## src/rtl/exponent_scheduler.sv

```systemverilog
// Round-robin scheduler sharing one exponent engine (ready/enable handshake) between NUM_REQ requesters.
// Optional WAIT_DONE watchdog with engine reset and err reporting: define EXP_SCHED_TIMEOUT_EN.
module exponent_scheduler #(
   parameter int NUM_REQ        = 4,
   parameter int TIMEOUT_CYCLES = 1024
) (
   input  logic                  clk,
   input  logic                  reset,
   input  logic [NUM_REQ-1:0]    req,
   input  logic [NUM_REQ*32-1:0] req_x,
   input  logic [NUM_REQ*32-1:0] req_a,
   output logic [NUM_REQ-1:0]    gnt,
   output logic [NUM_REQ-1:0]    done,
   output logic [31:0]           result,
   output logic                  err,
   output logic                  busy,
   output logic                  eng_enable,
   output logic [31:0]           eng_x,
   output logic [31:0]           eng_a,
   input  logic [31:0]           eng_p,
   input  logic                  eng_ready,
   output logic                  eng_reset_n
);

   localparam int IDX_W = $clog2(NUM_REQ);
   localparam int SUM_W = IDX_W + 1;

   if (NUM_REQ < 2 || NUM_REQ > 8) begin : g_bad_num_req
      $error("exponent_scheduler: NUM_REQ must be 2..8");
   end
   if (TIMEOUT_CYCLES < 1) begin : g_bad_timeout
      $error("exponent_scheduler: TIMEOUT_CYCLES must be at least 1");
   end

   typedef enum logic [2:0] {
      IDLE,
      ISSUE,
      WAIT_ACK,
      WAIT_DONE,
      ABORT,
      RESP
   } state_t;

   state_t             state_q, state_d;
   logic [IDX_W-1:0]   rr_q, rr_d;
   logic [IDX_W-1:0]   win_q, win_d;
   logic [NUM_REQ-1:0] gnt_d, done_d;
   logic [31:0]        result_d, eng_x_d, eng_a_d;
   logic               err_d, busy_d, eng_enable_d, eng_reset_n_d;

   logic               found;
   logic [IDX_W-1:0]   pick;
   logic [SUM_W-1:0]   cand;
   logic [31:0]        x_arr [NUM_REQ];
   logic [31:0]        a_arr [NUM_REQ];

`ifdef EXP_SCHED_TIMEOUT_EN
   localparam int CNT_W = $clog2(TIMEOUT_CYCLES + 1);
   logic [CNT_W-1:0]   cnt_q, cnt_d;
`endif

   always_comb begin
      for (int i = 0; i < NUM_REQ; i++) begin
         x_arr[i] = req_x[32*i +: 32];
         a_arr[i] = req_a[32*i +: 32];
      end
   end

   // First pending requester at or above rr_q, wrapping past NUM_REQ-1.
   always_comb begin
      found = 1'b0;
      pick  = rr_q;
      cand  = '0;
      for (int k = 0; k < NUM_REQ; k++) begin
         cand = {1'b0, rr_q} + SUM_W'(k);
         if (cand >= SUM_W'(NUM_REQ)) cand = cand - SUM_W'(NUM_REQ);
         if (!found && req[cand[IDX_W-1:0]]) begin
            found = 1'b1;
            pick  = cand[IDX_W-1:0];
         end
      end
   end

   // NOTE: every signal written here gets a default first, so no path leaves it unassigned and no latch is inferred.
   always_comb begin
      state_d       = state_q;
      rr_d          = rr_q;
      win_d         = win_q;
      gnt_d         = gnt;
      done_d        = '0;
      result_d      = result;
      err_d         = 1'b0;
      busy_d        = busy;
      eng_enable_d  = 1'b0;
      eng_x_d       = eng_x;
      eng_a_d       = eng_a;
      eng_reset_n_d = 1'b1;
`ifdef EXP_SCHED_TIMEOUT_EN
      cnt_d         = cnt_q;
`endif
      case (state_q)
         IDLE: begin
            if (found && eng_ready) begin
               win_d        = pick;
               gnt_d        = '0;
               gnt_d[pick]  = 1'b1;
               eng_x_d      = x_arr[pick];
               eng_a_d      = a_arr[pick];
               eng_enable_d = 1'b1;
               busy_d       = 1'b1;
               state_d      = ISSUE;
            end
         end
         ISSUE: state_d = WAIT_ACK;
         WAIT_ACK: begin
            if (!eng_ready) begin
               state_d = WAIT_DONE;
`ifdef EXP_SCHED_TIMEOUT_EN
               cnt_d   = '0;
`endif
            end
         end
         WAIT_DONE: begin
            if (eng_ready) begin
               result_d = eng_p;
               done_d   = gnt;
               state_d  = RESP;
            end
`ifdef EXP_SCHED_TIMEOUT_EN
            else if (cnt_q == CNT_W'(TIMEOUT_CYCLES - 1)) begin
               eng_reset_n_d = 1'b0;
               state_d       = ABORT;
            end else begin
               cnt_d = cnt_q + CNT_W'(1);
            end
`endif
         end
`ifdef EXP_SCHED_TIMEOUT_EN
         ABORT: begin
            result_d = '0;
            err_d    = 1'b1;
            done_d   = gnt;
            state_d  = RESP;
         end
`endif
         RESP: begin
            gnt_d   = '0;
            busy_d  = 1'b0;
            rr_d    = (win_q == IDX_W'(NUM_REQ - 1)) ? '0 : win_q + IDX_W'(1);
            state_d = IDLE;
         end
         default: state_d = IDLE;
      endcase
   end

   // NOTE: reset is synchronous, so it is tested inside the clocked block and never appears in the sensitivity list.
   always_ff @(posedge clk) begin
      if (reset) begin
         state_q     <= IDLE;
         rr_q        <= '0;
         win_q       <= '0;
         gnt         <= '0;
         done        <= '0;
         result      <= '0;
         err         <= 1'b0;
         busy        <= 1'b0;
         eng_enable  <= 1'b0;
         eng_x       <= '0;
         eng_a       <= '0;
         eng_reset_n <= 1'b1;
      end else begin
         // NOTE: non-blocking assignments so every register samples the pre-edge values.
         state_q     <= state_d;
         rr_q        <= rr_d;
         win_q       <= win_d;
         gnt         <= gnt_d;
         done        <= done_d;
         result      <= result_d;
         err         <= err_d;
         busy        <= busy_d;
         eng_enable  <= eng_enable_d;
         eng_x       <= eng_x_d;
         eng_a       <= eng_a_d;
         eng_reset_n <= eng_reset_n_d;
      end
   end

`ifdef EXP_SCHED_TIMEOUT_EN
   always_ff @(posedge clk) begin
      if (reset) cnt_q <= '0;
      else       cnt_q <= cnt_d;
   end
`endif

endmodule
```

## config.mk

```make
export PLATFORM = sky130hd
export DESIGN_NAME = exponent_scheduler
export DESIGN_NICKNAME = d
export VERILOG_FILES = /design/src/rtl/exponent_scheduler.sv
export SDC_FILE = /design/constraint.sdc
export NUM_CORES = 1
export LEC_CHECK = 0
export CAP_MARGIN = 15
export CORE_AREA = 2 2 155 157
export CTS_CLUSTER_SIZE = 8
export DETAILED_ROUTE_END_ITERATION = 10
export DIE_AREA = 0 0 157 159
export SETUP_SLACK_MARGIN = 0.05
export SYNTH_ARGS = -nofsm -noshare
export SYNTH_HDL_FRONTEND = slang
export SYNTH_SLANG_ARGS = --single-unit
```

## constraint.sdc

```tcl
create_clock -name clk -period 4.02 [get_ports clk]
set_clock_uncertainty 0.1 [all_clocks]
set_input_delay 1.005 -clock clk [delete_from_list [all_inputs] [get_ports clk]]
set_output_delay 1.005 -clock clk [all_outputs]
set_load 0.01 [all_outputs]
```

# After elaboration in Yosys (flattened, before gate mapping)
# Cells that the tools add are included.
# op_classes
order_cmp,11
n_addsub,8
reduce_logical,16
n_eq_ne,8
mux,38
n_bitwise,4
# op_table
operator,count
32-bit binary-select mux with 2-bit select,2
32-bit 2-to-1 mux,4
2-bit 2-to-1 mux,9
"2-bit by 3-bit < comparator with 1-bit output, second input constant",5
"3-bit greater-or-equal comparator, second input constant",4
3-bit case mux with 4 select lines,1
1-bit 2-to-1 mux,11
3-bit 2-to-1 mux,3
1-bit binary-select mux with 2-bit select,4
4-bit case mux with 2 select lines,1
"2-bit by 1-bit subtractor with 2-bit output, second input constant",4
"2-bit by 2-bit adder with 3-bit output, second input constant",2
"3-bit by 2-bit == test with 1-bit output, second input constant",2
"2-bit != test, second input constant",3
2-bit AND reduction,3
1-bit logical AND,5
4-bit 2-to-1 mux,1
"2-bit by 1-bit adder with 3-bit output, second input constant",1
"3-bit by 1-bit == test with 1-bit output, second input constant",1
"3-bit == test, second input constant",1
"2-bit by 3-bit greater-or-equal comparator with 1-bit output, second input constant",1
1-bit zero test,3
3-bit zero test,1
1-bit NOT,3
other kinds (10),10
# word_totals
regBits,113
word_cells,95
output_inout_bits,108

# Longest topological paths before layout
# Gate-level depths: netlist (run 1).
# logic_depth
word_depth,20
mapped_depth,8
ltp_nobuf,5

# Least setup slack after synthesis (run 1)
# No wires, ideal clock.
# synth_timing
path_type,in2reg
start,input port req[2]
end,register eng_x[6]
arrival_time_ns,2.396
n_path_buf,3
setup_ns,0.083
path_stages,8
slack_ns,1.441
cell_sequence,buf_6 > nor2b_4 > or4b_1 > o311a_2 > buf_6 > buf_6 > a2bb2oi_1 > o221ai_1
# synth_between
elab_chain_len,16
word_cells_on_any_way,28
classes_between,19 x mux; 1 x bitwise; 8 x reduce/logical
# synth_lines
element,line,rtl
"start, declared",9,"input logic [NUM_REQ-1:0] req,"
1-bit binary-select mux with 2-bit select,77,if (!found && req[cand[IDX_W-1:0]]) begin
1-bit 2-to-1 mux (implied by the code),77,
1-bit 2-to-1 mux,77,
1-bit zero test,77,
1-bit logical AND,77,
1-bit 2-to-1 mux,77,
1-bit zero test,77,
1-bit logical AND,77,
1-bit 2-to-1 mux,77,
1-bit zero test,77,
1-bit logical AND,77,
2-bit 2-to-1 mux,77,
2-bit NOT with 3-bit output (implied by the code),107,eng_x_d = x_arr[pick];
32-bit binary-select mux with 2-bit select,107,
32-bit 2-to-1 mux (implied by the code) (2 in series),107,
"end signal, assigned",182,eng_x <= eng_x_d;
"end, declared",18,"output logic [31:0] eng_x,"
# Parallel ways exist; a longest one is shown, timed or not. The select of a mux whose other input is x is not followed.
# A chain may end at the register's enable or synchronous reset.

# Worst setup path after layout (run 1)
# layout_timing
start,input port req[3]
end,register eng_a[10]
# layout_between
elab_chain_len,16
word_cells_on_any_way,28
classes_between,19 x mux; 1 x bitwise; 8 x reduce/logical
# layout_lines
element,line,rtl
1-bit binary-select mux with 2-bit select,77,
1-bit 2-to-1 mux (implied by the code),77,
1-bit 2-to-1 mux,77,
1-bit zero test,77,
1-bit logical AND,77,
1-bit 2-to-1 mux,77,
1-bit zero test,77,
1-bit logical AND,77,
1-bit 2-to-1 mux,77,
1-bit zero test,77,
1-bit logical AND,77,
2-bit 2-to-1 mux,77,
2-bit NOT with 3-bit output (implied by the code),108,eng_a_d = a_arr[pick];
32-bit binary-select mux with 2-bit select,108,
32-bit 2-to-1 mux (implied by the code) (2 in series),108,
"end signal, assigned",183,eng_a <= eng_a_d;
"end, declared",19,"output logic [31:0] eng_a,"
# Parallel ways exist; a longest one is shown, timed or not. The select of a mux whose other input is x is not followed.

==> results of run 1 <==
-- where the power goes --
part           leakage (nW)  switching (mW)  total [mW]  internal (mW)
logic                  2.75           0.417       0.946          0.529
registers             0.922          0.0434        1.24           1.20
clock network         0.271           0.580        1.49          0.906
total                  3.94            1.04        3.67           2.63
-- state kept, by name, indices dropped and copies added (netlist names) --
| signal | count |
|---|---|
| eng_x | 32 |
| win_q | 2 |
| result | 32 |
| eng_a | 32 |
| rr_q | 2 |
| state_q | 3 |
| busy | 1 |
| gnt | 4 |
| eng_enable | 1 |
| done | 4 |
-- routing by layer --
metal / routed length [um] / track usage / part of all wire
met1: 13200 / 0.311 / 0.41
met2: 15200 / 0.400 / 0.47
met3: 2540 / 0.0691 / 0.079
met4: 1140 / 0.103 / 0.036
met5: 0 / 0 / 0
-- critical path, cell delays in order --
cell and delay (ps):
clkdlybuf4s50_1 700, nor2_1 240, nor4b_1 430, o21a_2 210, buf_4 540, a221o_1 270
-- cell families after synthesis --
group,Yosys count,synth area share
compound gates,322,0.332
fa+ha+maj,1,0.00195
buf+inv,104,0.0846
flops,113,0.352
mux,2,0.00311
other cells,2,0.00117
simple gates,298,0.225
-- layout make-up --
cell class,count,area [um2],area share
clock inverter,14,141,0.0126
multi-input combinational,625,3670,0.327
sequential,113,2260,0.202
tap,319,399,0.0356
inverter,3,11.3,0.00100
clock buffer,17,425,0.0379
timing repair buffer,426,4310,0.384
antenna,3,7.51,0.000669
-- worst paths after layout --
check               to  slack, ps  cells past startpoint     from
min reg2reg       busy        350                      2     busy
max reg2reg  eng_x[24]       1560                      6  rr_q[1]
max          eng_a[10]        810                      6   req[3]
min               busy        350                      2     busy
-- metrics by stage --
stage	power, mW	cell area [um2]	worst slack [ps]	hold slack (ps)	std cells
6_report	3.67	11200	807	350	1520
5_1_grt	3.82	11200	621	375	1520
3_3_place_gp	2.20	10600	456	342	1486
4_1_cts	3.70	11200	831	353	1517
2_1_floorplan	1.65	6430	1440	340	842
3_5_place_dp	2.21	10600	425	346	1486
-- placed cells by master (no fill, tap or decap), types with 2 or more instances in the layout --
| master | instances |
|---|---|
| a21oi_1 | 104 |
| a221o_1 | 57 |
| a221oi_1 | 6 |
| and3_1 | 6 |
| and4_1 | 6 |
| buf_12 | 9 |
| buf_4 | 17 |
| bufinv_16 | 2 |
| clkbuf_16 | 17 |
| clkdlybuf4s50_1 | 399 |
| clkinv_2 | 5 |
| clkinvlp_4 | 4 |
| conb_1 | 2 |
| dfxtp_1 | 113 |
| diode_2 | 3 |
| inv_1 | 2 |
| inv_6 | 2 |
| mux2i_1 | 2 |
| nand2_1 | 185 |
| nand2b_1 | 3 |
| nand3_1 | 8 |
| nand4_1 | 58 |
| nor2_1 | 10 |
| nor2b_1 | 2 |
| nor3_1 | 4 |
| nor3_4 | 2 |
| nor4_4 | 2 |
| o211ai_1 | 2 |
| o21a_1 | 2 |
| o21a_2 | 2 |
| o21ai_0 | 18 |
| o21ai_1 | 57 |
| o21ai_4 | 2 |
| o31a_1 | 7 |
| o31ai_1 | 57 |
| or3_2 | 2 |
| or4b_1 | 2 |
==> run metrics, run 1 <==
status=completed; Die ar.=25000 um2; routability congestion estimate=0.878; Synth top area share=0.352; FILL cells=2352; setup TNS=0 ps; Peak VDD IR=0.203 mV; Critical Path RT=4280 ps; Worst Path Arrival=3470 ps; Worst Hold Class=reg -> reg; Layout Area Growth over Synthesis=74.5%; initial antenna violation count=3; final core utilization=0.484; 1st-pass router iterations=5; Sink Count=113; vias in the first global route=7884; synth top area cells=dfxtp_1, nand2_1, a221o_1; max_slew headroom=0.416; Synth Area per Inst=7.64 um2; Max Freq=311 MHz; Final Max Slew Viols=0; post-DR vias/cell=5.32; root buffer cell=clkbuf_16; CP Capture Type=flop; ys flop type=dfxtp_1; Syn Nets=1138; # H-tree levels=4; total number of vias=8088; flops & latches, synth=113; top cells by count, synth=nand2_1, dfxtp_1, a21oi_1; CTS tree=built; Final min period=3210 ps; CP Class=in -> reg; area leader, netlist=dfxtp_1; Detail Route Antenna Nets=0; unrepaired setup endpoints after global routing=false; row cnt=56; Core ar.=23200 um2; IO Port Bufs=400; final period utilization=0.799; detailed-route DRC error count=0; Power Density=327 nW/um2; synth unique cells=49; WL/cell=21.1 um; Starting Density=0.277; WL final=32.0 mm; Top-Level Pins=403; ratio of cells with drive above 1 in the final layout=0.0626; most common cell in the netlist=nand2_1; Post-synth EDFFs=0; Critical Path Fanout Max=57; Max Root-Sink Buffers=2; dpl hpwl=22.4 mm; Final nets=1482; Clk pin slew, worst setup/hold paths=60 ps; Worst Tran Pin Value=873 ps; register area share after synthesis=0.352; global route total overflow=0; synthesized area=6430 um2; Synth Warn #=0; Post-CTS Setup Inserts=0; Synth async-reset ratio=0; Die Y=159 um; first-pass GRT wire length=47.5 mm; final setup vio count=0; later-pin clock latency in the skew report=410 ps; CTS Buf Count=17; Lkg Pwr=3.94 nW; Die X-Extent=157 um; Startpoint Class=input pin; initial drt markers=554; Max-cap violations=0; All-Layer GR Usage=0.249; Fin. Hold Viols=0; Post-CTS Hold Fix Bufs=0; Resized cells post-CTS=0; largest net degree at the start of global routing=70; Mapped Cells=842
(Power assumes the default switching activity.)
==> inputs of run 2 (changes only) <==
--- a/config.mk
+++ b/config.mk
@@ -6,10 +6,10 @@
 export NUM_CORES = 1
 export LEC_CHECK = 0
 export CAP_MARGIN = 15
-export CORE_AREA = 2 2 155 157
+export CORE_AREA = 2 2 158 160
 export CTS_CLUSTER_SIZE = 8
 export DETAILED_ROUTE_END_ITERATION = 10
-export DIE_AREA = 0 0 157 159
+export DIE_AREA = 0 0 160 162
 export SETUP_SLACK_MARGIN = 0.05
 export SYNTH_ARGS = -nofsm -noshare
 export SYNTH_HDL_FRONTEND = slang
==> constraint.sdc (replaced) <==
create_clock -name clk -period 2.7 [get_ports clk]
set_clock_uncertainty 0.1 [all_clocks]
set_input_delay 0.675 -clock clk [delete_from_list [all_inputs] [get_ports clk]]
set_output_delay 0.675 -clock clk [all_outputs]
set_load 0.01 [all_outputs]
==> run 2 against run 1 <==
Net effect:
- worst hold slack better by 2.2 ps
- register-to-register slack got worse by 1200 ps
- cell area rose by 3.4%
- combinational power grew 56%
- critical endpoint is now eng_a[5]
- utilization shrank 0.25 points
- non-clock buffer count rose by 41
- via count increased by 1.1%
==> run metrics, run 2 (synthesized netlist as in run 1, its figures left out) <==
CTS Buf Count=17 (unchanged); 1st-pass router iterations=5 (unchanged); Regs by FF count=eng_a (32), eng_x (32), result (32); Die ar.=25900 um2 (+3.8%); Worst Tran Pin Value=593 ps (-280 ps); slack of the critical path=149 ps (-659 ps); Final Max Slew Viols=0 (unchanged); CP Capture Type=flop; routability congestion estimate=0.857 (-2.4%); Crit path top cell by count=buf_4; largest net degree at the start of global routing=50 (-29%); unrepaired setup endpoints after global routing=false; Final nets=1523 (+2.8%); Post-Place Setup Slack=-256 ps (-681 ps); final setup vio count=0 (unchanged); Critical Path Fanout Max=15 (-74%); area used by multi-input combinational logic=3670 um2 (unchanged); Worst Hold Class=reg -> reg; final period utilization=0.945; Sink Count=113 (unchanged); Layout Area Growth over Synthesis=80.4%; initial drt markers=516 (-6.9%); Die X-Extent=160 um (+1.9%); critical path, cell by cell=clkdlybuf4s50_1, buf_4, nor2b_1, o21a_2, buf_4, o31ai_1, a21oi_1, a221o_1; most common cell after layout, fill and taps aside=clkdlybuf4s50_1; Detail Route Antenna Nets=0 (unchanged); Resized cells post-CTS=0 (unchanged); worst r2r src=rr_q[0]; post-DR vias/cell=5.23 (-1.7%); commonest cells after routing, fill and taps aside=clkdlybuf4s50_1, nand2_1, dfxtp_1, a21oi_1, nand4_1; total number of vias=8179 (+1.1%); Reg area=2260 um2 (unchanged); Worst Path Arrival=2760 ps (-710 ps); vias in the first global route=7903 (+0.24%); Max Freq=392 MHz; max_slew headroom=0.604 (+0.189); Reg2Reg Setup Slack=350 ps (-1210 ps); initial antenna violation count=0 (-3); # diodes=0 (-3); row cnt=57 (+1.8%); detailed-route DRC error count=0 (unchanged); Critical Path RT=2910 ps (-1370 ps); fin area=11600 um2 (+3.4%); global route total overflow=0 (unchanged); Clk pin slew, worst setup/hold paths=70 ps (about the same); Post-CTS Setup Inserts=0 (unchanged); Power Density=467 nW/um2 (+43%); FILL cells=2418 (+2.8%); All-Layer GR Usage=0.237 (-0.0113); Fin. Hold Viols=0 (unchanged); hold slack=352 ps (+2.18 ps); Core ar.=24100 um2 (+3.9%); Area after DPL=11100 um2 (+3.9%); IO Port Bufs=400 (unchanged); # H-tree levels=4 (unchanged); setup TNS=0 ps (unchanged); hold path startpoint=result[14]; WL/cell=20.5 um (-2.6%); Max Root-Sink Buffers=2 (unchanged); WL final=32.1 mm (+0.20%); later-pin clock latency in the skew report=400 ps (about the same); status=completed; Top-Level Pins=403 (unchanged); ratio of cells with drive above 1 in the final layout=0.0935 (+0.0309); first-pass GRT wire length=47.6 mm (+0.13%); Peak VDD IR=0.352 mV (+73%); CP Class=in -> reg; Die Y=162 um (+1.9%); crit path from=req[0]; CTS tree=built; Startpoint Class=input pin; slowest stage delay, CP=510 ps (-190 ps); dpl hpwl=23.2 mm (+3.6%); Post-CTS Hold Fix Bufs=0 (unchanged); Lkg Pwr=4.16 nW (+5.6%); Critical-path top delay cell=clkdlybuf4s50_1; Starting Density=0.267 (-0.0105); Max-cap violations=0 (unchanged); Final min period=2550 ps; root buffer cell=clkbuf_16
==> run 2: cell types whose count changed in the layout (fill, tap and decap cells not counted) <==
cell / previous run / this run
clkbuf_8: 0 / 2
clkinv_4: 1 / 2
clkinv_2: 5 / 4
buf_12: 9 / 17
bufinv_16: 2 / 0
buf_4: 17 / 50
clkbuf_1: 0 / 1
diode_2: 3 / 0
==> run 2: routing by layer <==
metal,routed length (um),part of all wire,track usage
met1,13500,0.42,0.299
met2,15400,0.48,0.396
met3,2370,0.074,0.0592
met4,865,0.027,0.0823
met5,0,0,0
==> run 2: path summary, 6_finish.rpt <==
path,end,depth (start not counted)
hold / removal,result[14],2
setup / recovery,eng_a[5],8
setup reg to reg,eng_a[5],8
hold reg to reg,result[14],2
==> run 2: layout make-up <==
cell class,instances,share of cell area
Clock inverter,12,0.00733
Tap cell,324,0.0349
Inverter,3,0.000970
Timing Repair Buffer,467,0.406
Multi-Input combinational cell,625,0.316
Sequential cell,113,0.195
Clock buffer,20,0.0394
==> run 2: per-stage QoR <==
| stage | cells | power (mW) | utilization |
|---|---|---|---|
| floorplan | 842 | 2.46 | - |
| global placement | 1532 | 3.36 | 0.459 |
| detailed placement | 1532 | 3.37 | 0.459 |
| CTS | 1564 | 5.48 | 0.481 |
| global route | 1564 | 5.66 | 0.481 |
| finish | 1564 | 5.42 | 0.481 |
==> run 2: report_power, final <==
part / internal, mW / switching (mW) / total (mW) / leakage, nW
combinational: 0.850 / 0.633 / 1.48 / 2.98
clock: 1.22 / 0.868 / 2.09 / 0.259
sequential: 1.78 / 0.0684 / 1.85 / 0.922
total: 3.85 / 1.57 / 5.42 / 4.16
==> run 2: critical path: cells and delay by family <==
| kind | cells | cell delay [ps] |
|---|---|---|
| compound gates | 4 | 990 |
| buf+inv | 3 | 940 |
| simple gates | 1 | 150 |
==> inputs of run 3 (changes only) <==
--- a/config.mk
+++ b/config.mk
@@ -5,11 +5,13 @@
 export SDC_FILE = /design/constraint.sdc
 export NUM_CORES = 1
 export LEC_CHECK = 0
+export ABC_AREA = 1
 export CAP_MARGIN = 15
-export CORE_AREA = 2 2 158 160
+export CORE_AREA = 2 2 155 157
 export CTS_CLUSTER_SIZE = 8
 export DETAILED_ROUTE_END_ITERATION = 10
-export DIE_AREA = 0 0 160 162
+export DIE_AREA = 0 0 157 159
+export PLACE_DENSITY = 0.7
 export SETUP_SLACK_MARGIN = 0.05
 export SYNTH_ARGS = -nofsm -noshare
 export SYNTH_HDL_FRONTEND = slang
==> run 3 against run 2 <==
Net effect:
- clock power up 8%
- register-to-register slack better by 70 ps
- routed wire length down 3.2%
- synthesized cell count up 45%
- count of clock-buffer cells in the layout down 2
- critical path depth up 7
- sequential power up 16%
- utilization up 5.9 points
==> run metrics, run 3 <==
slack of the critical path=267 ps (+119 ps); synth unique cells=26 (-47%); Post-CTS Setup Inserts=0 (unchanged); Peak VDD IR=0.391 mV (+11%); Sink Count=113 (unchanged); final period utilization=0.901 (-0.0440); met1 WL=12.4 mm (-8.1%); Final min period=2430 ps (-119 ps); Final Max Slew Viols=0 (unchanged); Clk pin slew, worst setup/hold paths=60 ps (about the same); routability congestion estimate=0.934 (+9.0%); worst reg2reg path depth=15 (+7); vias in the first global route=8925 (+13%); post-DR vias/cell=4.84 (-7.4%); 1st-pass router iterations=7 (+2); Reg2Reg Setup Slack=420 ps (+70 ps); CP Class=in -> reg; hold path cells=2 (unchanged); dpl hpwl=23.1 mm (-0.46%); global route total overflow=0 (unchanged); root buffer cell=clkbuf_16; All-Layer GR Usage=0.241 (+0.00361); WL/cell=16.1 um (-21%); Resized cells post-CTS=0 (unchanged); largest net degree at the start of global routing=71 (+42%); Final nets=1886 (+24%); CTS tree=built; Mapped Cells=1221 (+45%); Reg area=2260 um2 (about the same); Starting Density=0.318 (+0.0511); synthesized area=7370 um2 (+15%); Detail Route Antenna Nets=0 (unchanged); Worst Path Arrival=2640 ps (-120 ps); setup TNS=0 ps (unchanged); flops & latches, synth=113 (unchanged); most common cell after layout, fill and taps aside=nand2_1; Critical Path RT=2910 ps (about the same); Layout Area Growth over Synthesis=70.0%; wire length on met3=2.77 mm (+17%); Fin. Hold Viols=0 (unchanged); Power Density=582 nW/um2 (+24%); Top-Level Pins=403 (unchanged); Max Root-Sink Buffers=2 (unchanged); Post-Place Setup Slack=-157 ps (+99.0 ps); ys flop type=dfxtp_1; Regs by FF count=eng_a (32), eng_x (32), result (32); Syn Nets=1517 (+33%); synth top area cells=dfxtp_1, nand2_1, nand3_1; Synth top area share=0.307 (-0.0449); met2 wire len=14.9 mm (-3.1%); top sig layer=met4; status=completed; Synth async-reset ratio=0 (unchanged); Die ar.=25000 um2 (-3.7%); first-pass GRT wire length=47.6 mm (+0.10%); hold slack=357 ps (+4.35 ps); Post-CTS Hold Fix Bufs=0 (unchanged); initial antenna violation count=3 (+3); Critical Path Fanout Max=33 (+18); Core ar.=23200 um2 (-3.8%); fin area=12500 um2 (+8.0%); initial drt markers=485 (-6.0%); CP Capture Type=flop; Area after DPL=11900 um2 (+7.9%); register area share after synthesis=0.307 (-0.0449); Synth Warn #=0 (unchanged); commonest cells after routing, fill and taps aside=nand2_1, clkdlybuf4s50_1, nand3_1, dfxtp_1, inv_1; Die X-Extent=157 um (-1.9%); top cells by count, synth=nand2_1, nand3_1, dfxtp_1; IO Port Bufs=400 (unchanged); Startpoint Class=input pin; hold path endpoint=done[3]; Worst Hold Class=reg -> reg; WL final=31.1 mm (-3.2%); later-pin clock latency in the skew report=410 ps (about the same); hold path startpoint=gnt[3]; total number of vias=9317 (+14%); unrepaired setup endpoints after global routing=false; Max Freq=411 MHz (+4.9%); area leader, netlist=dfxtp_1; final setup vio count=0 (unchanged); Die Y=159 um (-1.9%); Post-synth EDFFs=0 (unchanged); reg2reg end=eng_a[13]; Synth Area per Inst=6.04 um2 (-21%); Lkg Pwr=5.75 nW (+38%); area used by multi-input combinational logic=4250 um2 (+16%); CTS Buf Count=17 (unchanged); # H-tree levels=4 (unchanged); most common cell in the netlist=nand2_1; row cnt=56 (-1.8%); worst r2r src=rr_q[1]; detailed-route DRC error count=0 (unchanged); FILL cells=2258 (-6.6%); ratio of cells with drive above 1 in the final layout=0.0643 (-0.0293); Max-cap violations=0 (unchanged)
==> run 3: changes by cell type after synthesis, moves of 12 or more <==
cell,previous run,this run
nand3_1,8,310
inv_1,3,81
buf_4,6,27
o31ai_1,57,0
a221o_1,57,0
o21a_1,4,64
nand2_1,185,472
o21ai_1,57,0
o21ai_0,19,7
a21oi_1,104,38
nand4_1,58,1
==> run 3: worst max-delay path: stages <==
cell             delay, ps
clkdlybuf4s50_1        450
inv_1                  100
nand2_1                 70
nand3_1                 80
nand2_1                 70
nor2_2                 130
nand4_1                220
buf_12                 240
buf_12                 170
nand3_1                 90
nand2_1                 70
nand2_1                 80
nand3_1                 90
nand2_1                 70
inv_1                   30
==> run 3: worst max path at each step <==
stage	cells past startpoint	startpoint	to	slack, ps
final	15	req[2]	eng_a[13]	270
after global routing	17	req[0]	eng_x[8]	50
after CTS	16	req[0]	eng_x[16]	280
after detailed placement	16	req[0]	eng_x[16]	-160
after global placement	16	req[0]	eng_x[16]	-140
after floorplan	16	req[0]	eng_a[12]	620
==> run 3: cell families after synthesis <==
| kind of cell | Yosys count | share of synthesized area |
|---|---|---|
| compound gates | 111 | 0.0978 |
| fa+ha+maj | 1 | 0.00170 |
| buf+inv | 187 | 0.120 |
| flops | 113 | 0.307 |
| mux | 1 | 0.00136 |
| other cells | 2 | 0.00102 |
| simple gates | 806 | 0.471 |
==> run 3: where the power goes <==
part           internal [mW]  leakage [nW]  switching, mW  total [mW]
clock                   1.33         0.284          0.923        2.25
combinational           1.51          4.54           1.39        2.90
sequential              1.97         0.926          0.169        2.14
total                   4.81          5.75           2.48        7.29
==> run 3: per-stage QoR <==
stage               utilization  cells  power, mW
finish                    0.540   1925       7.29
detailed placement        0.515   1890       5.08
global route              0.540   1925       7.73
CTS                       0.540   1922       7.37
global placement          0.515   1890       5.04
floorplan                     -   1221       3.59
==> run 3: routing by layer <==
| metal | GRT usage | vias to the layer above |
|---|---|---|
| met1 | 0.276 | 4207 |
| met5 | 0 | - |
| met3 | 0.0746 | 62 |
| met2 | 0.416 | 371 |
| met4 | 0.0909 | 0 |
| li1 | - | 4677 |
==> run 3: cell type report <==
class / count / area share
repair buffers: 451 / 0.375
clock buffers: 18 / 0.0350
well taps: 319 / 0.0318
inverters: 86 / 0.0260
multi-input cells: 921 / 0.339
diodes: 3 / 0.000599
flip-flops and latches: 113 / 0.181
clock inverters: 14 / 0.0116
